### src/rtl/ldm_stm_sequencer_pkg.sv
// Shared types and constants for the LDM/STM block-transfer sequencer.
package arm_seq_pkg;

  localparam int XLEN  = 32;
  localparam int NREGS = 16;
  localparam int IDX_W = $clog2(NREGS);
  localparam int CNT_W = $clog2(NREGS + 1);

  typedef enum logic [1:0] {
    IDLE = 2'd0,
    XFER = 2'd1,
    WB   = 2'd2
  } seq_state_t;

  // Instruction field positions.
  localparam int OP_MSB   = 27;
  localparam int OP_LSB   = 25;
  localparam int P_BIT    = 24;
  localparam int U_BIT    = 23;
  localparam int W_BIT    = 21;
  localparam int L_BIT    = 20;
  localparam int RN_MSB   = 19;
  localparam int RN_LSB   = 16;
  localparam int LIST_MSB = 15;
  localparam int LIST_LSB = 0;

  localparam logic [2:0] BLOCK_OP   = 3'b100;
  localparam int         WORD_BYTES = 4;

  // Byte span covered by n word transfers, modulo 2^XLEN.
  function automatic logic [XLEN-1:0] span_bytes(input logic [CNT_W-1:0] n);
    return XLEN'(n) * XLEN'(WORD_BYTES);
  endfunction

endpackage

### src/rtl/ldm_stm_sequencer_if.sv
// Decoder/datapath side bundle of the block-transfer sequencer.
// master: the sequencer itself. slave: the decoder/datapath that feeds it.
interface ldm_stm_sequencer_if;
  import arm_seq_pkg::*;

  logic [31:0]      instr;
  logic             cond_ex;
  logic [XLEN-1:0]  base_data;
  logic             stall;
  logic             busy;
  logic [XLEN-1:0]  mem_addr;
  logic             mem_write;
  logic             reg_write;
  logic [IDX_W-1:0] reg_addr;
  logic             wb_en;
  logic [XLEN-1:0]  wb_data;

  modport master (
    input  instr, cond_ex, base_data,
    output stall, busy, mem_addr, mem_write, reg_write, reg_addr, wb_en, wb_data
  );

  modport slave (
    output instr, cond_ex, base_data,
    input  stall, busy, mem_addr, mem_write, reg_write, reg_addr, wb_en, wb_data
  );

endinterface

### src/rtl/ldm_stm_sequencer_reg_list_scan.sv
// Combinational register-list scanner: index of the lowest set bit and
// number of set bits. low_idx is 0 for an empty list.
module reg_list_scan
  import arm_seq_pkg::*;
(
  input  logic [NREGS-1:0] list,
  output logic [IDX_W-1:0] low_idx,
  output logic [CNT_W-1:0] count
);

  // Scan from the top down so the last hit is the lowest set bit.
  always_comb begin
    // NOTE: every output gets a default first so no path leaves it unassigned (no latch).
    low_idx = '0;
    count   = '0;
    for (int i = NREGS - 1; i >= 0; i--) begin
      // NOTE: blocking assignments here, so each iteration sees the previous one's result.
      if (list[i]) low_idx = IDX_W'(i);
      count = count + CNT_W'(list[i]);
    end
  end

endmodule

### src/rtl/ldm_stm_sequencer.sv
// LDM/STM sequencer: walks the register list one register per cycle,
// driving register/memory address and strobes, with optional base writeback.
// Build option: define SEQ_WRITEBACK_EN to honour the W bit and enable the
// WB state; otherwise W is ignored and wb_en/wb_data stay 0.
module ldm_stm_sequencer
  import arm_seq_pkg::*;
(
  input  logic                 clk,
  input  logic                 reset,
  ldm_stm_sequencer_if.master  bus
);

  seq_state_t       state, state_nx;
  logic [NREGS-1:0] list_q;
  logic [XLEN-1:0]  cur_addr_q;
  logic             l_q;

  // Instruction fields as seen in the start cycle.
  logic [NREGS-1:0] instr_list;
  logic [IDX_W-1:0] instr_rn;
  logic             instr_p, instr_u, instr_l;
  logic             start;

  assign instr_list = bus.instr[LIST_MSB:LIST_LSB];
  assign instr_rn   = bus.instr[RN_MSB:RN_LSB];
  assign instr_p    = bus.instr[P_BIT];
  assign instr_u    = bus.instr[U_BIT];
  assign instr_l    = bus.instr[L_BIT];
  assign start      = (state == IDLE) && (bus.instr[OP_MSB:OP_LSB] == BLOCK_OP)
                      && bus.cond_ex && (|instr_list);

  // One scanner serves both phases: the fresh list in IDLE (for n), the
  // remaining list in XFER (for the next register and last-transfer detect).
  logic [NREGS-1:0] scan_list;
  logic [IDX_W-1:0] scan_idx;
  logic [CNT_W-1:0] scan_count;
  logic             last_xfer;

  assign scan_list = (state == IDLE) ? instr_list : list_q;
  assign last_xfer = (state == XFER) && (scan_count == CNT_W'(1));

  reg_list_scan u_scan (
    .list    (scan_list),
    .low_idx (scan_idx),
    .count   (scan_count)
  );

  // Lowest address of the block; ascending registers always map upwards.
  logic [XLEN-1:0] span;
  logic [XLEN-1:0] first_addr;
  assign span = span_bytes(scan_count);

  always_comb begin
    first_addr = bus.base_data;
    unique case ({instr_p, instr_u})
      2'b01:   first_addr = bus.base_data;
      2'b11:   first_addr = bus.base_data + XLEN'(WORD_BYTES);
      2'b00:   first_addr = bus.base_data - span + XLEN'(WORD_BYTES);
      default: first_addr = bus.base_data - span;
    endcase
  end

`ifdef SEQ_WRITEBACK_EN
  logic [XLEN-1:0]  wb_val_q;
  logic [IDX_W-1:0] rn_q;
  logic             wb_go_q;
  logic             wb_go_d;
  logic             unused_bits;

  // A load that overwrites its own base keeps the loaded value.
  assign wb_go_d     = bus.instr[W_BIT] && !(instr_l && instr_list[instr_rn]);
  assign unused_bits = &{1'b0, bus.instr[31:28], bus.instr[22]};

  // Writeback bookkeeping, captured once in the start cycle.
  always_ff @(posedge clk or posedge reset) begin
    if (reset) begin
      wb_val_q <= '0;
      rn_q     <= '0;
      wb_go_q  <= 1'b0;
    end else if (start) begin
      wb_val_q <= instr_u ? (bus.base_data + span) : (bus.base_data - span);
      rn_q     <= instr_rn;
      wb_go_q  <= wb_go_d;
    end
  end
`else
  logic unused_bits;
  assign unused_bits = &{1'b0, bus.instr[31:28], bus.instr[22:21], instr_rn};
`endif

  // State register.
  always_ff @(posedge clk or posedge reset) begin
    if (reset) state <= IDLE;
    // NOTE: sequential state uses non-blocking assignments so all flops update together.
    else       state <= state_nx;
  end

  // Remaining list and running address: loaded at start, stepped per transfer.
  always_ff @(posedge clk or posedge reset) begin
    if (reset) begin
      list_q     <= '0;
      cur_addr_q <= '0;
      l_q        <= 1'b0;
    end else if (start) begin
      list_q     <= instr_list;
      cur_addr_q <= first_addr;
      l_q        <= instr_l;
    end else if (state == XFER) begin
      list_q[scan_idx] <= 1'b0;
      cur_addr_q       <= cur_addr_q + XLEN'(WORD_BYTES);
    end
  end

  // Next-state and output decode; only stall looks at instr, in IDLE.
  always_comb begin
    state_nx      = state;
    bus.stall     = 1'b0;
    bus.busy      = (state != IDLE);
    bus.mem_addr  = '0;
    bus.mem_write = 1'b0;
    bus.reg_write = 1'b0;
    bus.reg_addr  = '0;
    bus.wb_en     = 1'b0;
    bus.wb_data   = '0;
    unique case (state)
      IDLE: begin
        // A non-empty list means the start cycle is never the last one.
        bus.stall = start && !reset;
        if (start) state_nx = XFER;
      end
      XFER: begin
        bus.reg_addr  = scan_idx;
        bus.mem_addr  = cur_addr_q;
        bus.reg_write = l_q;
        bus.mem_write = !l_q;
`ifdef SEQ_WRITEBACK_EN
        bus.stall = !last_xfer || wb_go_q;
        if (last_xfer) state_nx = wb_go_q ? WB : IDLE;
`else
        bus.stall = !last_xfer;
        if (last_xfer) state_nx = IDLE;
`endif
      end
`ifdef SEQ_WRITEBACK_EN
      WB: begin
        bus.reg_addr = rn_q;
        bus.wb_en    = 1'b1;
        bus.wb_data  = wb_val_q;
        state_nx     = IDLE;
      end
`endif
      default: state_nx = IDLE;
    endcase
  end

endmodule
### src/flat_wrapper.sv
// flat-port wrapper written by rule: the top's interface ports become plain ports
module ldm_stm_sequencer_flat import arm_seq_pkg::*;
  (clk, reset, bus_instr, bus_cond_ex, bus_base_data, bus_stall, bus_busy, bus_mem_addr, bus_mem_write, bus_reg_write, bus_reg_addr, bus_wb_en, bus_wb_data);
  ldm_stm_sequencer_if bus_i ();
  input  logic clk;
  input  logic reset;
  input wire logic [$bits(bus_i.instr)-1:0] bus_instr;
  input wire logic [$bits(bus_i.cond_ex)-1:0] bus_cond_ex;
  input wire logic [$bits(bus_i.base_data)-1:0] bus_base_data;
  output wire logic [$bits(bus_i.stall)-1:0] bus_stall;
  output wire logic [$bits(bus_i.busy)-1:0] bus_busy;
  output wire logic [$bits(bus_i.mem_addr)-1:0] bus_mem_addr;
  output wire logic [$bits(bus_i.mem_write)-1:0] bus_mem_write;
  output wire logic [$bits(bus_i.reg_write)-1:0] bus_reg_write;
  output wire logic [$bits(bus_i.reg_addr)-1:0] bus_reg_addr;
  output wire logic [$bits(bus_i.wb_en)-1:0] bus_wb_en;
  output wire logic [$bits(bus_i.wb_data)-1:0] bus_wb_data;
  assign bus_i.instr = bus_instr;
  assign bus_i.cond_ex = bus_cond_ex;
  assign bus_i.base_data = bus_base_data;
  assign bus_stall = bus_i.stall;
  assign bus_busy = bus_i.busy;
  assign bus_mem_addr = bus_i.mem_addr;
  assign bus_mem_write = bus_i.mem_write;
  assign bus_reg_write = bus_i.reg_write;
  assign bus_reg_addr = bus_i.reg_addr;
  assign bus_wb_en = bus_i.wb_en;
  assign bus_wb_data = bus_i.wb_data;
  ldm_stm_sequencer u_core (.clk(clk), .reset(reset), .bus(bus_i));
endmodule
### config.mk
export PLATFORM = sky130hd
export DESIGN_NAME = ldm_stm_sequencer_flat
export DESIGN_NICKNAME = d
export VERILOG_FILES = /design/src/rtl/ldm_stm_sequencer_pkg.sv /design/src/rtl/ldm_stm_sequencer_if.sv /design/src/rtl/ldm_stm_sequencer_reg_list_scan.sv /design/src/rtl/ldm_stm_sequencer.sv /design/src/flat_wrapper.sv
export SDC_FILE = /design/constraint.sdc
export NUM_CORES = 1
export LEC_CHECK = 0
export ABC_AREA = 1
export CORE_MARGIN = 10
export CORE_UTILIZATION = 55
export CTS_BUF_LIST = sky130_fd_sc_hd__clkbuf_8 sky130_fd_sc_hd__clkbuf_16
export CTS_CLUSTER_SIZE = 30
export DETAILED_ROUTE_END_ITERATION = 8
export PLACE_DENSITY = 0.88
export SETUP_SLACK_MARGIN = 0.4
export SYNTH_ARGS = -nofsm -noshare
export SYNTH_HDL_FRONTEND = slang
export SYNTH_SLANG_ARGS = --single-unit
### constraint.sdc
create_clock -name clk -period 7.8 [get_ports clk]
set_input_delay 1.95 -clock clk [delete_from_list [all_inputs] [get_ports clk]]
set_output_delay 1.95 -clock clk [all_outputs]
set_load 0.05 [all_outputs]
==> metrics.yaml, run 1 <==
run_status:
  status: "finished clean"
synthesis:
  ys_warn_count: 0
  ys_ff_latch: 50
  syn_area_per_cell_um2: 5.83
  yosysTopAreaCell: "nand2_1"
  ys_top_cells_by_area: "nand2_1, dfrtp_1, inv_1"
  synth_seq_area_share: 0.166
  synth_top_area_share: 0.172
  synth_edf_count: 0
  syn_inst: 1296
  synth_cell_types: 55
  synth_area_um2: 7550
  synthArstFlopShare: 1.00
  synthFlopType: "dfrtp_1"
run:
  max-cap-violations: 0
global_route:
  grt_start_max_net_pins: 52
  grt.overflow.total: 0
  antenna_found_initial: 0
  grt.total_usage: 0.288
  grt_pass1_wl_um: 44200
  grt_pass1_vias: 9061
worst_setup_path:
  worstPathCellList: "buf_8, inv_4, o21ai_2, inv_2, fa_1, fa_1, fa_1, fa_1, inv_1, ha_2, inv_2, fa_2, xnor2_1, inv_1, nand4_1, o21ai_2, buf_6, o21ai_4, buf_12"
  cpMostUsedCell: "fa_1"
  worstSetupPathType: "in2out"
  cp.required_ps: 5850
  crit_slowest_cell: "fa_1"
  slowest_delay_ps: 560
  worstPathArrival_ps: 5700
  end_kind: "output port"
  worstSetupStartpointType: "primary input"
  worst-path-max-fanout: 2
sta:
  rsz0062_at_grt: "true"
  finClkSkew_ps: 7.33
  timing.final.hold_violations: 0
  setup_viol: 0
  worstMarginPinSlew_ps: 1150
  slew_viol_final: 0
  max_freq_ghz: 0.131
  tns_ps: 0
  post-route-period-util: 0.981
  slew_headroom: 0.237
  fin_crit_ps: 7650
cells_and_area:
  drive_gt1_frac: 0.297
  final_common_cell: "nand2_1"
  final_cell_mix: "nand2_1, inv_1, buf_4"
  num_antenna_cells: 0
  final_nets: 1595
  synthToLayoutAreaGrowth_pct: 42.0
cts:
  clock_path_buffers: 2
  numCtsBuffers: 5
  cts_max_level: 2
  postCtsHoldBufs: 0
  cts_sinks: 50
  path_clk_slew_ps: 70
  clock-root-buffer: "clkbuf_16"
  clock_latency_ps: 310
  cts_tree: "built"
placed_design:
  dp_hpwl_um: 20900
  globalplace.congestion: 1.00
  port_buffers: 96
drt:
  drt-pass1-iter-count: 8
  wl_um: 30700
  ant_nets: 0
  remaining_drc_errors: 0
  vias: 9848
  wl_per_cell_um: 18.3
  vias_per_cell: 5.86
  drt_iter0_markers: 1211
floorplanning:
  die_area_um2: 18800
  start_util: 0.566
  io_pins: 140
  placementRows: 42
  core_area_um2: 13300
  die_h_um: 137
  die_w_um: 137
min_path:
  hp-class: "reg2reg"
metal layers:
layer / part of all wire / wire length, um / track usage
met2: 0.48 / 14700 / 0.498
met1: 0.36 / 11100 / 0.344
met4: 0.064 / 1960 / 0.146
met5: 0 / 0 / 0
met3: 0.094 / 2870 / 0.0346
final cells by class:
| type | count | area, um^2 |
|---|---|---|
| clock inverter | 3 | 18.8 |
| sequential | 50 | 1250 |
| inverter | 211 | 807 |
| tap | 176 | 220 |
| clock buffer | 5 | 125 |
| timing repair buffer | 245 | 2120 |
| fill | 923 | 2630 |
| multi-input combinational | 990 | 6170 |
cells in the mapped netlist (7+ instances only):
| master | n |
|---|---|
| o211ai_1 | 20 |
| nand4_1 | 36 |
| nand3_2 | 15 |
| nand2_2 | 17 |
| inv_2 | 11 |
| buf_4 | 33 |
| nor2_1 | 133 |
| xor2_1 | 13 |
| inv_1 | 199 |
| clkbuf_1 | 27 |
| buf_2 | 12 |
| nor2_4 | 10 |
| nand2_1 | 346 |
| a21oi_1 | 50 |
| nand3_1 | 139 |
| ha_1 | 14 |
| mux2i_1 | 12 |
| o21ai_0 | 45 |
| nor4_1 | 7 |
| fa_1 | 11 |
| dfrtp_1 | 50 |
| nor2_2 | 21 |
stage by stage:
stage               utilization  hold slack (ps)  instance area (um^2)  worst slack (ps)  instances
floorplan                     -              449                  7680               404       1328
global placement          0.695              463                  9270              -361       1634
detailed placement        0.695              478                  9270              -431       1634
CTS                       0.748              495                  9990               120       1665
global route              0.803              519                 10700              44.8       1680
finish                    0.803              497                 10700               151       1680
sequential cells by signal, summed over array words and instances, names as in the netlist:
register,count
u_core.list_q,16
u_core.l_q,1
u_core.state,1
u_core.cur_addr_q,32
final timing paths:
| check | endpoint | slack (ps) | cells past startpoint | startpoint |
|---|---|---|---|---|
| max in group asynchronous | u_core.state[0] | 4740 | 2 | reset |
| min in group asynchronous | u_core.cur_addr_q[5] | 2320 | 2 | reset |
| worst min register to register | u_core.list_q[0] | 500 | 2 | u_core.list_q[0] |
| worst max register to register | u_core.cur_addr_q[9] | 600 | 32 | u_core.state[0] |
| worst max-delay path | bus_stall | 150 | 19 | bus_instr[0] |
| worst min-delay path | u_core.list_q[0] | 500 | 2 | u_core.list_q[0] |
worst max-delay path, delay by kind of cell:
| family | cells | cell delay, ps |
|---|---|---|
| xor gates and xnor gates | 1 | 130 |
| AOI/OAI and AO/OA | 3 | 320 |
| adders and majority gates | 6 | 2520 |
| and+or+nand+nor | 1 | 100 |
| buffers and inverters | 8 | 650 |
logic make-up after synthesis:
logic type      count (synthesis)  share of synthesized area
flops                          50                      0.166
fa+ha+maj                      25                     0.0524
other cells                     1                   0.000497
mux                            12                     0.0159
simple gates                  752                      0.465
xor+xnor                       19                     0.0220
buf+inv                       288                      0.163
compound gates                149                      0.116
timing repair:
action,CTS,global route
buffers inserted,22,15
endpoints found under the setup margin,28,28
resized for setup,156,161
pin swaps,73,121
gates cloned,1,0
Power of run 1 is not shown: default switching activity piles up to over one toggle a cycle in this logic, so the estimate is an artifact.
==> inputs of run 2 (changes only) <==
- ABC_AREA: 1 -> default
- CORE_UTILIZATION: 55 -> 33
- PLACE_DENSITY: 0.88 -> 0.61
==> run 2 against run 1 <==
The flow now finishes with violations (negative setup slack). Setup slack worse by 200 ps. Synthesized cell count down 29%. Utilization down 30 points. Critical path depth up 10. Cell count down 14%. Sequential share of layout area up 0.66 points. Sequential cell count unchanged. Critical endpoint is now u_core.cur_addr_q[22].
==> metrics.yaml, run 2 <==
cells_and_area:
  num_antenna_cells: 0  # unchanged
  largest-register: "u_core.cur_addr_q"
  finalInstanceArea_um2: 10200  # -5.1%
  largest_register_ffs: 32  # unchanged
  final_cells: 1442  # -14%
  reg.largest.list: "u_core.cur_addr_q (32), u_core.list_q (16)"
  final_cell_mix: "buf_4, nand2_1, clkdlybuf4s50_1"
  synthToLayoutAreaGrowth_pct: 50.0
  final_core_utilization: 0.503  # -0.301
  drive_gt1_frac: 0.289  # -0.00796
  final_nets: 1263  # -21%
  final_common_cell: "buf_4"
worst_setup_path:
  worst-path-max-fanout: 4  # +2
  endpoint: "u_core.cur_addr_q[22]"
  worstSetupStartpoint: "bus_instr[15]"
  worstSetupStartpointType: "primary input"
  ff2ff_path_depth: 28  # -13%
  rrSetupSlack_ps: 660  # +60 ps
  crit_buf_inv: 10  # +2
  worstSetupPathType: "in2reg"
  cp.depth: 29  # +10
  end_kind: "register"
  cpMostUsedCell: "buf_6"
  cp.required_ps: 7980  # +2130 ps
  crit_slowest_cell: "fa_2"
  path_delay_family: "adder cells"
  r2r-end: "u_core.cur_addr_q[22]"
  worstPathArrival_ps: 8030  # +2330 ps
  r2r_start: "u_core.state[0]"
  slowest_delay_ps: 570  # about the same
synthesis:
  ys_top_cells_by_area: "dfrtp_1, nand2_1, xnor2_1"
  synth_top_family_by_area: "simple AND/OR/NAND/NOR gates"
  synth_compound_area_frac: 0.204  # +0.0881
  synth_seq_area_share: 0.185  # +0.0188
  yosys.area_share.simple: 0.315  # -0.150
  ys_warn_count: 0  # unchanged
  synthFlopType: "dfrtp_1"
  synthArstFlopShare: 1.00  # unchanged
  synth_edf_count: 0  # unchanged
  synth_fa_ha_area_frac: 0.0583  # +0.00594
  syn_inst: 923  # -29%
  yosysTopAreaCell: "dfrtp_1"
  yosysMostFrequentCell: "nand2_1"
  synth_area_um2: 6780  # -10%
  synthMuxAreaShare: 0.0557  # +0.0398
  synth_commonest_cells: "nand2_1, o21ai_0, a21oi_1"
  synth_xor_area_frac: 0.0930  # +0.0710
  syn_area_per_cell_um2: 7.35  # +26%
  synth_top_area_share: 0.185  # +0.0125
  synth_cell_types: 78  # +42%
  ys_ff_latch: 50  # unchanged
global_route:
  grt_pass1_wl_um: 40000  # -9.5%
  antenna_found_initial: 0  # unchanged
  grt.total_usage: 0.184  # -0.104
  grt.overflow.total: 0  # unchanged
  grt_pass1_vias: 7343  # -19%
  top_usage_layer: "met2"
  grt_use_met3: 0.0264  # -0.00817
  grtUsageMet1: 0.261  # -0.0822
  grt_use_met2: 0.290  # -0.209
  grt_start_max_net_pins: 51  # -1.9%
floorplanning:
  die_area_um2: 26700  # +42%
  die_w_um: 163  # +19%
  core_area_um2: 20200  # +52%
  io_pins: 140  # unchanged
  start_util: 0.335  # -0.231
  placementRows: 52  # +24%
  die_h_um: 163  # +19%
drt:
  vias: 7722  # -22%
  drt_iter0_markers: 593  # -51%
  ant_nets: 0  # unchanged
  vias_per_cell: 5.36  # -8.6%
  drt-pass1-iter-count: 5  # -3
  wl_um: 26100  # -15%
  wl_per_cell_um: 18.1  # -0.79%
  remaining_drc_errors: 0  # unchanged
cts:
  clock-root-buffer: "clkbuf_16"
  clock_path_buffers: 2  # unchanged
  numCtsBuffers: 5  # unchanged
  path_clk_slew_ps: 70  # about the same
  clock_latency_ps: 300  # about the same
  cts_max_level: 2  # unchanged
  cts_sinks: 50  # unchanged
  cts_tree: "built"
run_status:
  violations: "negative setup slack"
  status: "complete, but fails checks"
sta:
  post-route-period-util: 1.01  # +0.0251
  timing.final.hold_violations: 0  # unchanged
  finClkSkew_ps: 3.82  # -3.51 ps
  max_freq_ghz: 0.127  # -2.5%
  slew_headroom: 0.171  # -0.0652
  setup_viol: 3  # +3
  setup_ws_ps: -44.6  # -196 ps
  worstMarginPinSlew_ps: 1240  # +93.2 ps
  rsz0062_at_grt: "true"
  slew_viol_final: 0  # unchanged
  fin_crit_ps: 7840  # +196 ps
placed_design:
  place_inst: 1384  # -15%
  dp_hpwl_um: 19200  # -7.7%
  dpl_cell_area_um2: 9070  # -2.1%
  globalplace.congestion: 0.963  # -3.7%
  port_buffers: 96  # unchanged
min_path:
  hp-class: "reg2reg"
run:
  max-cap-violations: 0  # unchanged
==> run 2: cell count changes in the layout (fill, tap and decap cells not counted), moves of 48 or more <==
cell,change
inv_1,-149
nand2_1,-192
nand2_2,-48
nand3_1,-57
nor2_1,-54
==> run 2: cells by family (layout without fill, tap and decap cells) <==
family / after synthesis / count (layout)
AND/OR/NAND/NOR: 400 / 400
AO/OA/AOI/OAI: 217 / 217
buffers and inverters: 121 / 338
XOR/XNOR: 72 / 72
flip-flops: 50 / 50
multiplexers: 37 / 37
adder cells (fa/ha/maj): 25 / 25
other: 1 / 33
==> run 2: how the worst min path moves through the flow <==
stage | startpoint | end | slack [ps] | cells after the start
global route | u_core.cur_addr_q[1] | u_core.cur_addr_q[1] | 510 | 2
finish | u_core.cur_addr_q[1] | u_core.cur_addr_q[1] | 470 | 2
floorplan | u_core.cur_addr_q[0] | u_core.cur_addr_q[0] | 440 | 2
CTS | u_core.cur_addr_q[1] | u_core.cur_addr_q[1] | 470 | 2
detailed placement | u_core.cur_addr_q[1] | u_core.cur_addr_q[1] | 460 | 2
global placement | u_core.cur_addr_q[0] | u_core.cur_addr_q[0] | 450 | 2
==> run 2: layout make-up <==
class                   count  area, um^2
repair buffers            295        2520
well taps                 270         338
fillers                  1935       10100
multi-input cells         784        5760
clock inverters             2        33.8
inverters                  35         131
clock buffers               6         139
flip-flops and latches     50        1250
==> run 2: routing by layer <==
metal  wire length (um)  share of wire  vias up
met5                  0              0        -
met4                407          0.016        0
met3               2050          0.078       38
met2              11900           0.45      316
met1              11800           0.45     3629
li1                   -              -     3739
==> run 2: per-stage QoR <==
step           TNS (ps)  hold slack, ps  worst slack (ps)
2_1_floorplan         0             437               265
3_3_place_gp     -13260             453              -774
3_5_place_dp     -13940             455              -799
4_1_cts            -204             472             -38.3
5_1_grt           -2120             513              -287
6_report          -99.8             469             -44.6
==> run 2: worst register-to-register path, delay by kind of cell (launching register included) <==
family | cells | cell delay (ps)
adders and majority gates | 7 | 2970
AOI/OAI and AO/OA | 5 | 1080
buffers and inverters | 9 | 900
and+or+nand+nor | 5 | 800
DFF | 1 | 750
muxes | 1 | 340
xor gates and xnor gates | 1 | 160
==> run 2: timing repair <==
item / in CTS / in global routing
pin swaps: 72 / 51
hold buffers: 0 / 0
setup buffers: 37 / 13
resized for setup: 117 / 50
endpoints found under the setup margin: 27 / 27
endpoints found under the hold margin: 0 / 0
Power of run 2 is left out for the same reason.
==> inputs of run 3 (changes only) <==
- clock period: 7.8 -> 9.8 ns (I/O delays scaled with it)
==> run 3 against run 2 <==
The flow now finishes without violations. Sequential share of layout area grew 2.9 points. Hold slack gained 4.3 ps. Die area is the same. Routed wire length shrank 12%. Cell count shrank 12%. Highest routed layer unchanged.
==> metrics.yaml, run 3 (synthesis results as in run 2) <==
drt:
  vias_per_cell: 5.49  # +2.4%
  remaining_drc_errors: 0  # unchanged
  wl_um: 23000  # -12%
  vias: 6983  # -9.6%
  ant_nets: 0  # unchanged
  drt-pass1-iter-count: 6  # +1
  drt_iter0_markers: 653  # +10%
  wl_per_cell_um: 18.1  # -0.22%
min_path:
  hold_path_depth: 2  # unchanged
  worstHoldEndpoint: "u_core.cur_addr_q[0]"
  hp-class: "reg2reg"
  min-delay-start: "u_core.cur_addr_q[0]"
cts:
  clock_path_buffers: 2  # unchanged
  clock_latency_ps: 300  # about the same
  cts_tree: "built"
  clock-root-buffer: "clkbuf_16"
  cts_max_level: 2  # unchanged
  numCtsBuffers: 5  # unchanged
  cts_sinks: 50  # unchanged
  path_clk_slew_ps: 60  # about the same
worst_setup_path:
  path_delay_family: "adder cells"
  r2r-end: "u_core.cur_addr_q[25]"
  cp.required_ps: 7350  # -630 ps
  crit_slowest_cell: "fa_1"
  slowest_delay_ps: 570  # about the same
  worstPathCellList: "clkdlybuf4s50_1, mux2i_2, fa_1, inv_1, fa_1, inv_1, fa_1, fa_2, inv_1, ha_1, a211o_4, a21o_1, and2_1, o21ai_2, o21ai_2, buf_6"
  worstPathArrival_ps: 6770  # -1260 ps
  crit_buf_inv: 5  # -5
  r2r_start: "u_core.state[0]"
  worstSetupStartpointType: "primary input"
  end_kind: "output port"
  worstSetupPathType: "in2out"
  worst-path-max-fanout: 7  # +3
  rrSetupSlack_ps: 2360  # +1700 ps
  ff2ff_path_depth: 25  # -11%
floorplanning:
  die_w_um: 163  # unchanged
  start_util: 0.335  # unchanged
  core_area_um2: 20200  # unchanged
  die_h_um: 163  # unchanged
  io_pins: 140  # unchanged
  placementRows: 52  # unchanged
  die_area_um2: 26700  # unchanged
global_route:
  grt.total_usage: 0.166  # -0.0179
  antenna_found_initial: 0  # unchanged
  grt_pass1_wl_um: 36200  # -9.4%
  grt_pass1_vias: 6512  # -11%
  grt.overflow.total: 0  # unchanged
  grt_start_max_net_pins: 68  # +33%
run_status:
  status: "finished clean"
sta:
  timing.final.hold_violations: 0  # unchanged
  fin_crit_ps: 9220
  slew_viol_final: 0  # unchanged
  setup_ws_ps: 576  # +621 ps
  slew_headroom: 0.258  # +0.0861
  worstMarginPinSlew_ps: 1110  # -127 ps
  setup_viol: 0  # -3
  post-route-period-util: 0.941
  max_freq_ghz: 0.108
  rsz0062_at_grt: "true"
  finClkSkew_ps: 5.57  # +1.75 ps
  tns_ps: 0  # +99.8 ps
cells_and_area:
  final_cell_mix: "nand2_1, clkdlybuf4s50_1, o21ai_0"
  finalInstanceArea_um2: 8220  # -19%
  drive_gt1_frac: 0.0877  # -0.202
  largest_register_ffs: 32  # unchanged
  largest-register: "u_core.cur_addr_q"
  nFillCells: 2101  # +8.6%
  final_common_cell: "nand2_1"
  final_cells: 1273  # -12%
  num_antenna_cells: 0  # unchanged
  final_nets: 1094  # -13%
  reg.largest.list: "u_core.cur_addr_q (32), u_core.list_q (16)"
  synthToLayoutAreaGrowth_pct: 21.2
placed_design:
  dp_hpwl_um: 18000  # -6.5%
  globalplace.congestion: 0.947  # -1.8%
  dpl_cell_area_um2: 7950  # -12%
  port_buffers: 96  # unchanged
  place_inst: 1264  # -8.7%
  place_ws_ps: 110  # +909 ps
run:
  max-cap-violations: 0  # unchanged
==> run 3: worst max-delay path by stage <==
stage                       endpoint  cells past startpoint           from
5_1_grt        u_core.cur_addr_q[20]                     27  bus_instr[11]
4_1_cts                    bus_stall                     16  bus_instr[11]
2_1_floorplan              bus_stall                     12   bus_instr[7]
6_report                   bus_stall                     16  bus_instr[11]
3_5_place_dp   u_core.cur_addr_q[20]                     25   bus_instr[7]
3_3_place_gp   u_core.cur_addr_q[20]                     25   bus_instr[7]
==> run 3: timing repair <==
item / CTS / global route
pin swaps: 0 / 4
hold buffers: 0 / 0
gates resized for setup: 11 / 15
endpoints found under the setup margin: 1 / 19
buffers inserted: 0 / 1
==> run 3: tightest hold or removal path, stage by stage (launching register included) <==
cell and delay (ps):
dfrtp_1 330, nand2_1 50, nand2_1 60
==> run 3: layout make-up <==
type | count | area (um^2) | area share
tap | 270 | 338 | 0.0411
clock buffer | 6 | 139 | 0.0169
inverter | 35 | 131 | 0.0160
multi-input combinational | 784 | 5160 | 0.628
sequential | 50 | 1250 | 0.152
timing repair buffer | 126 | 1190 | 0.145
clock inverter | 2 | 8.76 | 0.00107
==> run 3: routing by layer <==
metal | vias to the layer above | routed length [um] | GRT usage
li1 | 3391 | - | -
met4 | 0 | 352 | 0.0385
met5 | - | 0 | 0
met2 | 285 | 10200 | 0.259
met3 | 27 | 1720 | 0.0227
met1 | 3280 | 10700 | 0.237
==> run 3: through the flow <==
stage | util | hold slack, ps
after CTS | 0.403 | 479
after detailed placement | 0.393 | 463
after floorplan | - | 437
final | 0.406 | 473
after global placement | 0.393 | 454
after global routing | 0.406 | 515
Power of run 3 is left out for the same reason.
